<file path="src/rtl/sdm_dac_pkg.sv">
// sdm_dac_pkg: shared constants, dither LFSR definition and saturating add
// for the sdm_dac_mod2 second-order delta-sigma modulator.
package sdm_dac_pkg;
    localparam int DIN_WIDTH_DEF = 16;
    localparam int OSR_DEF       = 64;
    localparam int ACC_WIDTH_DEF = DIN_WIDTH_DEF + 4;

    localparam int                LFSR_W    = 15;
    localparam logic [LFSR_W-1:0] LFSR_SEED = 15'h0001;
    localparam logic [LFSR_W-1:0] LFSR_TAPS = 15'h6000;

    typedef struct packed {
        logic               clamped;
        logic signed [63:0] val;
    } sat_res_t;

    // a + b clamped to a w-bit signed range; operands arrive sign-extended to 64 bits
    function automatic sat_res_t sat_add(input logic signed [63:0] a, input logic signed [63:0] b, input int w);
        sat_res_t r;
        logic signed [63:0] s, hi, lo;
        s = a + b;
        hi = (64'sd1 <<< (w - 1)) - 64'sd1;
        lo = -(64'sd1 <<< (w - 1));
        r.clamped = (s > hi) || (s < lo);
        r.val = s > hi ? hi : s < lo ? lo : s;
        return r;
    endfunction
endpackage

</file>
<file path="src/rtl/sdm_dac_loop.sv">
// sdm_dac_loop: two saturating integrators and the 1-bit quantizer.
// Define SDM_DAC_DITHER_EN to add LFSR dither ahead of the quantizer.
module sdm_dac_loop
    import sdm_dac_pkg::*;
#(
    parameter int DIN_WIDTH = DIN_WIDTH_DEF,
    parameter int ACC_WIDTH = ACC_WIDTH_DEF
) (
    input  logic                        clk,
    input  logic                        reset,
    input  logic                        enable,
    input  logic signed [DIN_WIDTH-1:0] active,
    output logic                        dout,
    output logic                        sat_hit
);
    localparam logic signed [63:0] FS = 64'sd1 <<< (DIN_WIDTH - 1);

    logic signed [ACC_WIDTH-1:0] i1_q, i1_d, i2_q, i2_d;
    logic                        dout_q, dout_d;
    logic signed [63:0]          fb, dither;
    sat_res_t                    s1, s2;

`ifdef SDM_DAC_DITHER_EN
    logic [LFSR_W-1:0] lfsr_q, lfsr_d;

    always_comb begin
        lfsr_d = enable ? {lfsr_q[LFSR_W-2:0], ^(lfsr_q & LFSR_TAPS)} : lfsr_q;
        dither = 64'(signed'(lfsr_q[3:0]));
    end

    always_ff @(posedge clk or posedge reset) begin
        if (reset) lfsr_q <= LFSR_SEED;
        else       lfsr_q <= lfsr_d;
    end
`else
    assign dither = '0;
`endif

    // dither only biases the decision; the integrators never see it
    always_comb begin
        fb      = dout_q ? FS : -FS;
        s1      = sat_add(64'(i1_q), 64'(active) - fb, ACC_WIDTH);
        s2      = sat_add(64'(i2_q), s1.val - fb, ACC_WIDTH);
        i1_d    = enable ? s1.val[ACC_WIDTH-1:0] : '0;
        i2_d    = enable ? s2.val[ACC_WIDTH-1:0] : '0;
        dout_d  = enable && ((s2.val + dither) >= 0);
        sat_hit = enable && (s1.clamped || s2.clamped);
    end

    always_ff @(posedge clk or posedge reset) begin
        if (reset) begin
            i1_q   <= '0;
            i2_q   <= '0;
            dout_q <= 1'b0;
        end else begin
            i1_q   <= i1_d;
            i2_q   <= i2_d;
            dout_q <= dout_d;
        end
    end

    assign dout = dout_q;
endmodule

</file>
<file path="src/rtl/sdm_dac_mod2.sv">
// sdm_dac_mod2: second-order delta-sigma DAC modulator with one-entry input buffer,
// OSR zero-order hold and sticky flags. Optional dither: SDM_DAC_DITHER_EN.
module sdm_dac_mod2
    import sdm_dac_pkg::*;
#(
    parameter int DIN_WIDTH = DIN_WIDTH_DEF,
    parameter int OSR       = OSR_DEF,
    parameter int ACC_WIDTH = DIN_WIDTH + 4
) (
    input  logic                        clk,
    input  logic                        reset,
    input  logic                        enable,
    input  logic signed [DIN_WIDTH-1:0] din,
    input  logic                        din_valid,
    output logic                        din_ready,
    input  logic                        clear_flags,
    output logic                        dout,
    output logic                        sample_tick,
    output logic                        underrun,
    output logic                        sat
);
    localparam int            CW   = $clog2(OSR);
    localparam logic [CW-1:0] LAST = CW'(OSR - 1);

    logic [CW-1:0]               cnt_q, cnt_d;
    logic signed [DIN_WIDTH-1:0] hold_q, hold_d, active_q, active_d;
    logic                        buf_full_q, buf_full_d;
    logic                        sample_tick_q, underrun_q, underrun_d, sat_q, sat_d;
    logic                        tick, xfer, sat_hit;

    // an empty buffer at tick lets a same-cycle transfer bypass straight into active
    always_comb begin
        tick       = enable && cnt_q == LAST;
        din_ready  = !buf_full_q || tick;
        xfer       = din_valid && din_ready;
        cnt_d      = (!enable || tick) ? '0 : cnt_q + 1'b1;
        hold_d     = xfer ? din : hold_q;
        buf_full_d = tick ? (buf_full_q && xfer) : (buf_full_q || xfer);
        active_d   = !enable ? '0 : !tick ? active_q : buf_full_q ? hold_q : xfer ? din : active_q;
        underrun_d = !clear_flags && (underrun_q || (tick && !buf_full_q && !xfer));
        sat_d      = !clear_flags && (sat_q || sat_hit);
    end

    always_ff @(posedge clk or posedge reset) begin
        if (reset) begin
            cnt_q         <= '0;
            hold_q        <= '0;
            active_q      <= '0;
            buf_full_q    <= 1'b0;
            sample_tick_q <= 1'b0;
            underrun_q    <= 1'b0;
            sat_q         <= 1'b0;
        end else begin
            cnt_q         <= cnt_d;
            hold_q        <= hold_d;
            active_q      <= active_d;
            buf_full_q    <= buf_full_d;
            sample_tick_q <= tick;
            underrun_q    <= underrun_d;
            sat_q         <= sat_d;
        end
    end

    sdm_dac_loop #(
        .DIN_WIDTH(DIN_WIDTH),
        .ACC_WIDTH(ACC_WIDTH)
    ) u_loop (
        .clk    (clk),
        .reset  (reset),
        .enable (enable),
        .active (active_q),
        .dout   (dout),
        .sat_hit(sat_hit)
    );

    assign sample_tick = sample_tick_q;
    assign underrun    = underrun_q;
    assign sat         = sat_q;
endmodule

</file>
<file path="config.mk">
export PLATFORM = sky130hd
export DESIGN_NAME = sdm_dac_mod2
export DESIGN_NICKNAME = d
export VERILOG_FILES = /design/src/rtl/sdm_dac_pkg.sv /design/src/rtl/sdm_dac_loop.sv /design/src/rtl/sdm_dac_mod2.sv
export SDC_FILE = /design/constraint.sdc
export NUM_CORES = 1
export LEC_CHECK = 0
export CAP_MARGIN = 10
export CORE_MARGIN = 3
export CORE_UTILIZATION = 43
export DETAILED_ROUTE_END_ITERATION = 10
export PLACE_DENSITY_LB_ADDON = 0.15
export SLEW_MARGIN = 30
export SYNTH_ARGS = -nofsm -noshare
export SYNTH_HDL_FRONTEND = slang
export SYNTH_HIERARCHICAL = 1
export SYNTH_SLANG_ARGS = --single-unit
</file>
<file path="constraint.sdc">
create_clock -name clk -period 12.9 [get_ports clk]
set_input_delay 2.58 -clock clk [delete_from_list [all_inputs] [get_ports clk]]
set_output_delay 2.58 -clock clk [all_outputs]
set_load 0.01 [all_outputs]
</file>
Word-level counts from Yosys, hierarchy flattened
Cells that the tools add are included.

$lt $le $gt $ge: 5. Reductions and logical operators: 22. Add/sub/neg operators: 5. Equal/unequal tests: 3. Multiplexer cells: 13.

Operators by type and width (count): $mux W64 (5); $add A20 B64 Y64 (2); $gt A64 B20 Y1 const B (2); $lt A64 B20 Y1 const B (2); $ge A64 B1 Y1 const B (1); $mux W16 (4); $sub A16 B64 Y64 (1); $sub A64 B64 Y64 (1); $mux W20 (2); $logic_and A1 B1 Y1 (9); $logic_or A1 B1 Y1 (8); $add A6 B1 Y6 const B (1); $eq A6 B6 Y1 const B (1); $mux W6 (1); $logic_not A1 Y1 (4); $ne A3 B1 Y1 const B (1); $ne A2 B1 Y1 const B (1); $reduce_and A2 Y1 (1); $mux W1 (1).

Output and inout port bits: 5. Bits in registers: 83. Word-level logic and storage cells: 58.

Logic depth before layout (Yosys ltp)
Gate-level depths: netlist (run 1).

Depth after elaboration: 14. Mapped depth: 40. Gate-level depth less buffers: 38.

By module
Netlist (run 1), hierarchy kept.

By module, submodules not included: sdm_dac_loop (times used 1, cells an instance 1258, area an instance 9689.3 um^2, seq. area each 1026.0 um^2); sdm_dac_mod2 (times used 1, cells an instance 162, area an instance 2006.9 um^2, seq. area each 1051.0 um^2).

Worst setup path before layout (run 1)
OpenSTA, ideal clock, no wires.

Path type: register to register. Start point: reg u_loop.dout_q (netlist: u_loop/dout). End point: reg u_loop.i2_q[10]. Arrival time: 12.150 ns. Slack: 0.686 ns. Data required time: 12.836 ns. Path buffers: 4. Cell stages (with the launch flop): 40. Cells stage by stage: dfrtp_1 inv_1 fa_1 inv_1 ha_1 a21oi_1 o21ai_0 or3_1 o22ai_1 nand2b_1 nand2b_1 a21o_1 fa_1 nor4b_1 nand4_1 nor3_1 nand2_1 mux2_4 (+4 left out) fa_1 ha_1 buf_2 nand4_1 nor3_1 o21ai_1 o211ai_1 o211ai_1 and3b_1 or2_0 or4_1 nor4_1 nand4_1 or4_1 ha_1 nor2_1 clkbuf_1 a21o_1.

Cells in the longest elaborated chain, start to end: 12. Elaborated cells between the ends (all ways): 14. Classes of those cells: add/sub (4); order compare (4); mux (6).

Ends and longest elaborated chain: from (decl) (RTL line sdm_dac_loop.sv:19) `logic dout_q, dout_d;`; from (signal assigned) (RTL line sdm_dac_loop.sv:58) `dout_q <= dout_d;`; $mux W64 * (RTL line sdm_dac_loop.sv:41) `fb = dout_q ? FS : -FS;`; $sub A16 B64 Y64 (RTL line sdm_dac_loop.sv:42) `s1 = sat_add(64'(i1_q), 64'(active) - fb, ACC_WIDTH);`; $add A20 B64 Y64 (RTL line sdm_dac_pkg.sv:21) `s = a + b;`; $lt A64 B20 Y1 (RTL line sdm_dac_pkg.sv:25) `r.val = s > hi ? hi : s < lo ? lo : s;`; $mux W64 (2 in series) (RTL line sdm_dac_pkg.sv:25); $sub A64 B64 Y64 * (RTL line sdm_dac_loop.sv:43) `s2 = sat_add(64'(i2_q), s1.val - fb, ACC_WIDTH);`; $add A20 B64 Y64 * (RTL line sdm_dac_pkg.sv:21); $lt A64 B20 Y1 (RTL line sdm_dac_pkg.sv:25); $mux W64 (RTL line sdm_dac_pkg.sv:25); $mux W64 * (RTL line sdm_dac_pkg.sv:25); $mux W20 * (RTL line sdm_dac_loop.sv:45) `i2_d = enable ? s2.val[ACC_WIDTH-1:0] : '0;`; named net u_loop.i2_d[10] (RTL line sdm_dac_loop.sv:18) `logic signed [ACC_WIDTH-1:0] i1_q, i1_d, i2_q, i2_d;`; to (signal assigned) (RTL line sdm_dac_loop.sv:57) `i2_q <= i2_d;`; to (decl) (RTL line sdm_dac_loop.sv:18).

The timed path passes the listed nets; every way through them passes the cells marked *. A chain may end at the register's enable or synchronous reset.

Worst setup path in the final report (run 1)
Start point: reg u_loop.dout_q (netlist: u_loop/dout). End point: reg u_loop.i2_q[11].

The elaborated chain is that of the path after synthesis.

==> results of run 1 <==
critical path, delay by kind of cell, from the launching register on:
kind                       cells  cell delay, ps
adders and majority gates      7            3400
AOI/OAI and AO/OA              9            2020
and+or+nand+nor               15            4220
xor gates and xnor gates       1             210
DFF                            1             800
buffers and inverters          5            1400
through the flow:
step / hold WS, ps / utilization (%) / cells / area [sq um] / worst slack [ps]
2_1_floorplan: 433 / - / 1420 / 11700 / 686
3_3_place_gp: 449 / 46.1 / 1733 / 12200 / 698
3_5_place_dp: 454 / 46.1 / 1734 / 12200 / 527
4_1_cts: 466 / 47.4 / 1750 / 12500 / 496
5_1_grt: 488 / 47.4 / 1751 / 12500 / 13.8
6_report: 458 / 47.4 / 1751 / 12500 / 765
state kept, by name (all words and copies together) (netlist names):
| register | count |
|---|---|
| sat | 1 |
| u_loop/i1_q | 20 |
| cnt_q | 6 |
| buf_full_q | 1 |
| underrun | 1 |
| u_loop/i2_q | 20 |
| u_loop/dout | 1 |
| sample_tick | 1 |
| active_q | 16 |
| hold_q | 16 |
Yosys cell counts (4+ instances only):
cell and instances:
a211oi_1 12, a21boi_0 4, a21o_1 62, a21oi_1 131, a221o_1 6, a31o_2 4, a31oi_1 23, a41oi_1 4
and2_1 14, and3_1 10, and4_1 5, buf_2 18, clkbuf_1 33, dfrtp_1 83, fa_1 63, ha_1 118
inv_1 150, mux2_2 23, mux2_4 11, mux2i_1 16, nand2_1 122, nand2b_1 11, nand3_1 23, nand4_1 32
nand4b_1 4, nor2_1 114, nor3_1 21, nor3b_1 7, nor4_1 12, nor4b_1 5, o211ai_1 16, o21a_1 8
o21ai_0 55, o21ai_1 11, o21bai_1 16, o31ai_1 9, or2_2 7, or3_1 7, or4_1 4, xnor2_1 42
xor2_1 25
cells by family (layout without fill, tap and decap cells):
kind of cell    Yosys count  count (layout)  share of synthesized area (%)
fa+ha+maj               182             182                           23.5
flops                    83              83                           17.8
xor+xnor                 68              68                           5.16
simple gates            416             416                           17.5
compound gates          411             411                           23.8
mux                      50              50                           5.00
buf+inv                 210             206                           7.23
cell type report:
class,count,area share (%)
flip-flops and latches,83,16.6
well taps,335,3.34
clock buffers,9,1.80
clock inverters,7,0.789
repair buffers,37,2.81
inverters,153,4.61
multi-input cells,1127,70.0
layout by cell type, fill, tap and decap left out, drive strengths merged, types with 10 or more instances in the layout:
master         instances
nor4                  12
ha                   118
mux2                  34
o31ai                 10
o211ai                18
dfrtp                 83
nand2                122
xnor2                 42
xor2                  26
and2                  14
a31oi                 23
a21oi                134
mux2i                 16
nor3                  21
nand4                 32
buf                   12
and3                  11
a21o                  62
clkdlybuf4s50         25
nor2                 114
nand2b                11
o21bai                16
nand3                 24
a211oi                15
inv                  152
o21ai                 67
fa                    63
worst max-delay path by stage:
| stage | to | depth (start not counted) | from |
|---|---|---|---|
| detailed placement | u_loop/i2_q[11] | 37 | u_loop/dout |
| global route | u_loop/i2_q[11] | 37 | u_loop/dout |
| global placement | u_loop/i2_q[11] | 37 | u_loop/dout |
| CTS | u_loop/i2_q[11] | 37 | u_loop/dout |
| finish | u_loop/i2_q[11] | 37 | u_loop/dout |
| floorplan | u_loop/i2_q[10] | 39 | u_loop/dout |
routing by layer:
metal | GRT usage [%] | vias to the layer above
met1 | 36.3 | 4976
li1 | - | 5024
met4 | 5.70 | 0
met3 | 3.49 | 42
met5 | 0 | -
met2 | 32.4 | 308
==> run metrics, run 1 <==
number of post-CTS setup repair buffers=0; synthesized flop and latch total=83; Syn. warnings=6; DR DRC count=0; Reg2Reg Setup Slack=770 ps; Slew Limit Fails=0; RR Endpoint=u_loop/i2_q[11]; highest routed layer=met4; Die ar.=slightly below 0.03 sq mm; total gr overflow=0; Final ANT Viol Nets=0; clock sink count=83; Initial Util=44.3%; first-pass GRT wire length=about 54 mm; synth unique cells=95; final setup fails=0; RSZ-0062 raised after global routing=false; WL met3=1.95 mm; met2 wire len=13.2 mm; hold depth=1; post-CTS resize count=0; Fill cells=between 2k and 3k; nets@finish=1613; total CTS buffers=9; Worst-Margin Slew=982 ps; Sequential Area=0.00208 sq mm; Cell Rows=59; Synth top area share=approximately 18%; Hold Path Class=flop to flop; drt total wl=32.8 mm; # hold bufs at CTS=0; CP Launch Type=flop; max-cap viol count=0; Net Count, Synth=1622; initial antenna violation count=0; final hold vios=0; critical path type=flop to flop; Worst-Skew Late Latency=350 ps; Synth area leaders=dfrtp_1, ha_1, fa_1, a21oi_1, inv_1; worst hold path endpoint=cnt_q[0]; detailed-route via count=10.4k; area occupied by multi-input gates=0.00878 sq mm; CTS root buf=clkbuf_16; DP HPWL=25.8 mm; clk buf depth=2; chip height=171 um; Highest Clock Rate=about 0.082 GHz; Syn Inst Count=around 1.4k; Period minus WS final=12130 ps; core area=around 0.026 sq mm; Worst EP arrival=12420 ps; antenna fix cells=0; worst endpoint required time=approximately 13000 ps; number of enable flip-flop cells after synthesis=0; Area Overhead vs Synth=7.15%; reg2reg path depth=37; Die X=around 170 um; share of flip-flops with an asynchronous set or reset=100%; CP peak stage delay=about 800 ps; CTS HTree Levels=3; FF-to-FF Start=u_loop/dout; Critical Path Fanout Max=27; setup_tns=0 ps; fin crit share=94.1%; DR WL/cell=18.7 um; synthesized area=0.0117 sq mm; syn avg cell area=8.24 sq um; worst hold start=cnt_q[0]; first drt pass iteration count=6; Synth area leader=dfrtp_1; GRT Total Usage=23.0%; status=finished, final reports clean; mean number of vias per cell=about 6; gp weighted congestion=slightly below 1; largest net degree at the start of global routing=46; IO Port Bufs=25; Worst slew margin=between 30 and 40%; clock slew seen by the registers of the worst setup and hold paths=60 ps; slowest stage cell on the critical path=dfrtp_4; Initial DRC Count=969; CTS tree=yes; I/O pin total=26; top_reg_cell synth=dfrtp_1; layout cells sized above 1=7.42%; vias in the first global route=10.0k; Seq/Total Area, Yosys=17.8%; Fin Clk Skew=between 8 and 9 ps; Post-Route M1 WL=between 15 and 20 mm; Critical Path End Type=flop
Power of run 1 is left out: the tool's default activity adds up to more than one toggle a clock period on the data nets, which glitch-free logic cannot reach.
==> run 2, diff against run 1 <==
--- a/config.mk
+++ b/config.mk
@@ -7,7 +7,7 @@
 export LEC_CHECK = 0
 export CAP_MARGIN = 10
 export CORE_MARGIN = 3
-export CORE_UTILIZATION = 43
+export CORE_UTILIZATION = 55
 export DETAILED_ROUTE_END_ITERATION = 10
 export PLACE_DENSITY_LB_ADDON = 0.15
 export SLEW_MARGIN = 30
@@ -15,3 +15,4 @@
 export SYNTH_HDL_FRONTEND = slang
 export SYNTH_HIERARCHICAL = 1
 export SYNTH_SLANG_ARGS = --single-unit
+export TNS_END_PERCENT = 1
==> run 2 against run 1 <==
Compared with the run above: clock skew increased by 5.9 ps; worst hold slack improved by 3.4 ps; via count increased by 0.79%; design area decreased by 0.77%; wire length decreased by 2.5%; first-iteration DRC count increased by 15%; highest routed layer unchanged.
==> run metrics, run 2 (same netlist as run 1, synthesis figures left out) <==
status=finished, final reports clean; clock slew seen by the registers of the worst setup and hold paths=70 ps; Initial Util=56.9%; Initial DRC Count=roughly 1.1k; # hold bufs at CTS=0; total gr overflow=0; commonest non-fill, non-tap cell in the layout=inv_1; Hold Path Class=flop to flop; nets@finish=1614; CTS root buf=clkbuf_16; Period minus WS final=roughly 12000 ps; DR DRC count=0; Slew Limit Fails=0; fin crit share=91.5%; Final ANT Viol Nets=0; mean number of vias per cell=6.18; first-pass GRT wire length=52.4 mm; drt total wl=32.0 mm; most frequent cells in the layout=inv_1, a21oi_1, nand2_1; max-cap viol count=0; CTS tree=yes; DR WL/cell=between 15 and 20 um; slowest stage cell on the critical path=ha_1; GRT Total Usage=27.3%; initial antenna violation count=0; Worst-Margin Slew=approximately 910 ps; Worst slew margin=39.4%; Post-Route M1 WL=16.0 mm; I/O pin total=26; DP HPWL=roughly 25 mm; IO Port Bufs=25; largest net degree at the start of global routing=46; Worst-Skew Late Latency=~350 ps; WL met3=2.39 mm; # placed instances=1670; Worst EP arrival=12020 ps; Critical Path End Type=flop; gp weighted congestion=0.993; RSZ-0062 raised after global routing=false; Top Registers=u_loop/i1_q: 20 flops, u_loop/i2_q: 20 flops; Cell Rows=52; clock sink count=83; Area Overhead vs Synth=6.32%; FF-to-FF Start=u_loop/dout; met2 wire len=roughly 13 mm; first drt pass iteration count=5; final setup fails=0; number of post-CTS setup repair buffers=0; Die X=152 um; CTS HTree Levels=3; Critical Path Fanout Max=22; highest routed layer=met4; total CTS buffers=9; antenna fix cells=0; layout cells sized above 1=7.34%; setup_tns=0 ps; post-CTS resize count=0; core area=0.0206 sq mm; critical path's most frequent cell=ha_1; Die ar.=~0.023 sq mm; detailed-route via count=10.4k; clk buf depth=2; crit path from=u_loop/dout; final non-filler cell total=1687; worst endpoint required time=roughly 13000 ps; Highest Clock Rate=0.0848 GHz; critical path type=flop to flop; Fin Clk Skew=14.4 ps; final hold vios=0; CP peak stage delay=roughly 740 ps; chip height=152 um; vias in the first global route=slightly below 10k; CP Launch Type=flop; worst hold start=cnt_q[0]
## run 2: cell types whose count changed in the layout (fill, tap and decap cells not counted), sizes merged
cell / delta
bufinv: -1
inv: +1
buf: +1
## run 2: final cells by class
class / instances / area [sq um]
multi-input combinational: 1127 / 8770
tap: 270 / 338
clock inverter: 7 / 82.6
inverter: 153 / 574
sequential: 83 / 2080
timing repair buffer: 38 / 359
clock buffer: 9 / 225
fill: 1851 / 8120
## run 2: worst paths after layout
check	end	slack (ps)	depth (start not counted)
setup / recovery	sat	1100	37
hold / removal	cnt_q[0]	460	1
setup reg to reg	sat	1100	37
hold reg to reg	cnt_q[0]	460	1
max in group asynchronous	u_loop/dout	9740	3
min in group asynchronous	hold_q[2]	2710	3
## run 2: critical path: cells and delay by family (launching register included)
family	cells	cell delay, ps
AO/OA/AOI/OAI	9	2200
XOR/XNOR	1	190
AND/OR/NAND/NOR	16	4140
adder cells (fa/ha/maj)	7	3500
buffers and inverters	4	1160
flip-flops	1	470
## run 2: layer usage
metal	global-route usage [%]	vias to the layer above
met5	0	-
met4	4.92	0
met3	4.41	30
met2	38.8	396
met1	43.9	4978
li1	-	5028
## run 2: per-stage QoR
step                      hold WS (ps)  area [sq um]  utilization [%]  setup WS (ps)
after CTS                          468         12400             60.4           1300
final                              461         12400             60.5           1100
after detailed placement           459         12100             58.9           1330
after global placement             448         12100             58.8           1430
after global routing               494         12400             60.5            442
after floorplan                    433         11700                -            686
Power of run 2 is left out for the same reason.
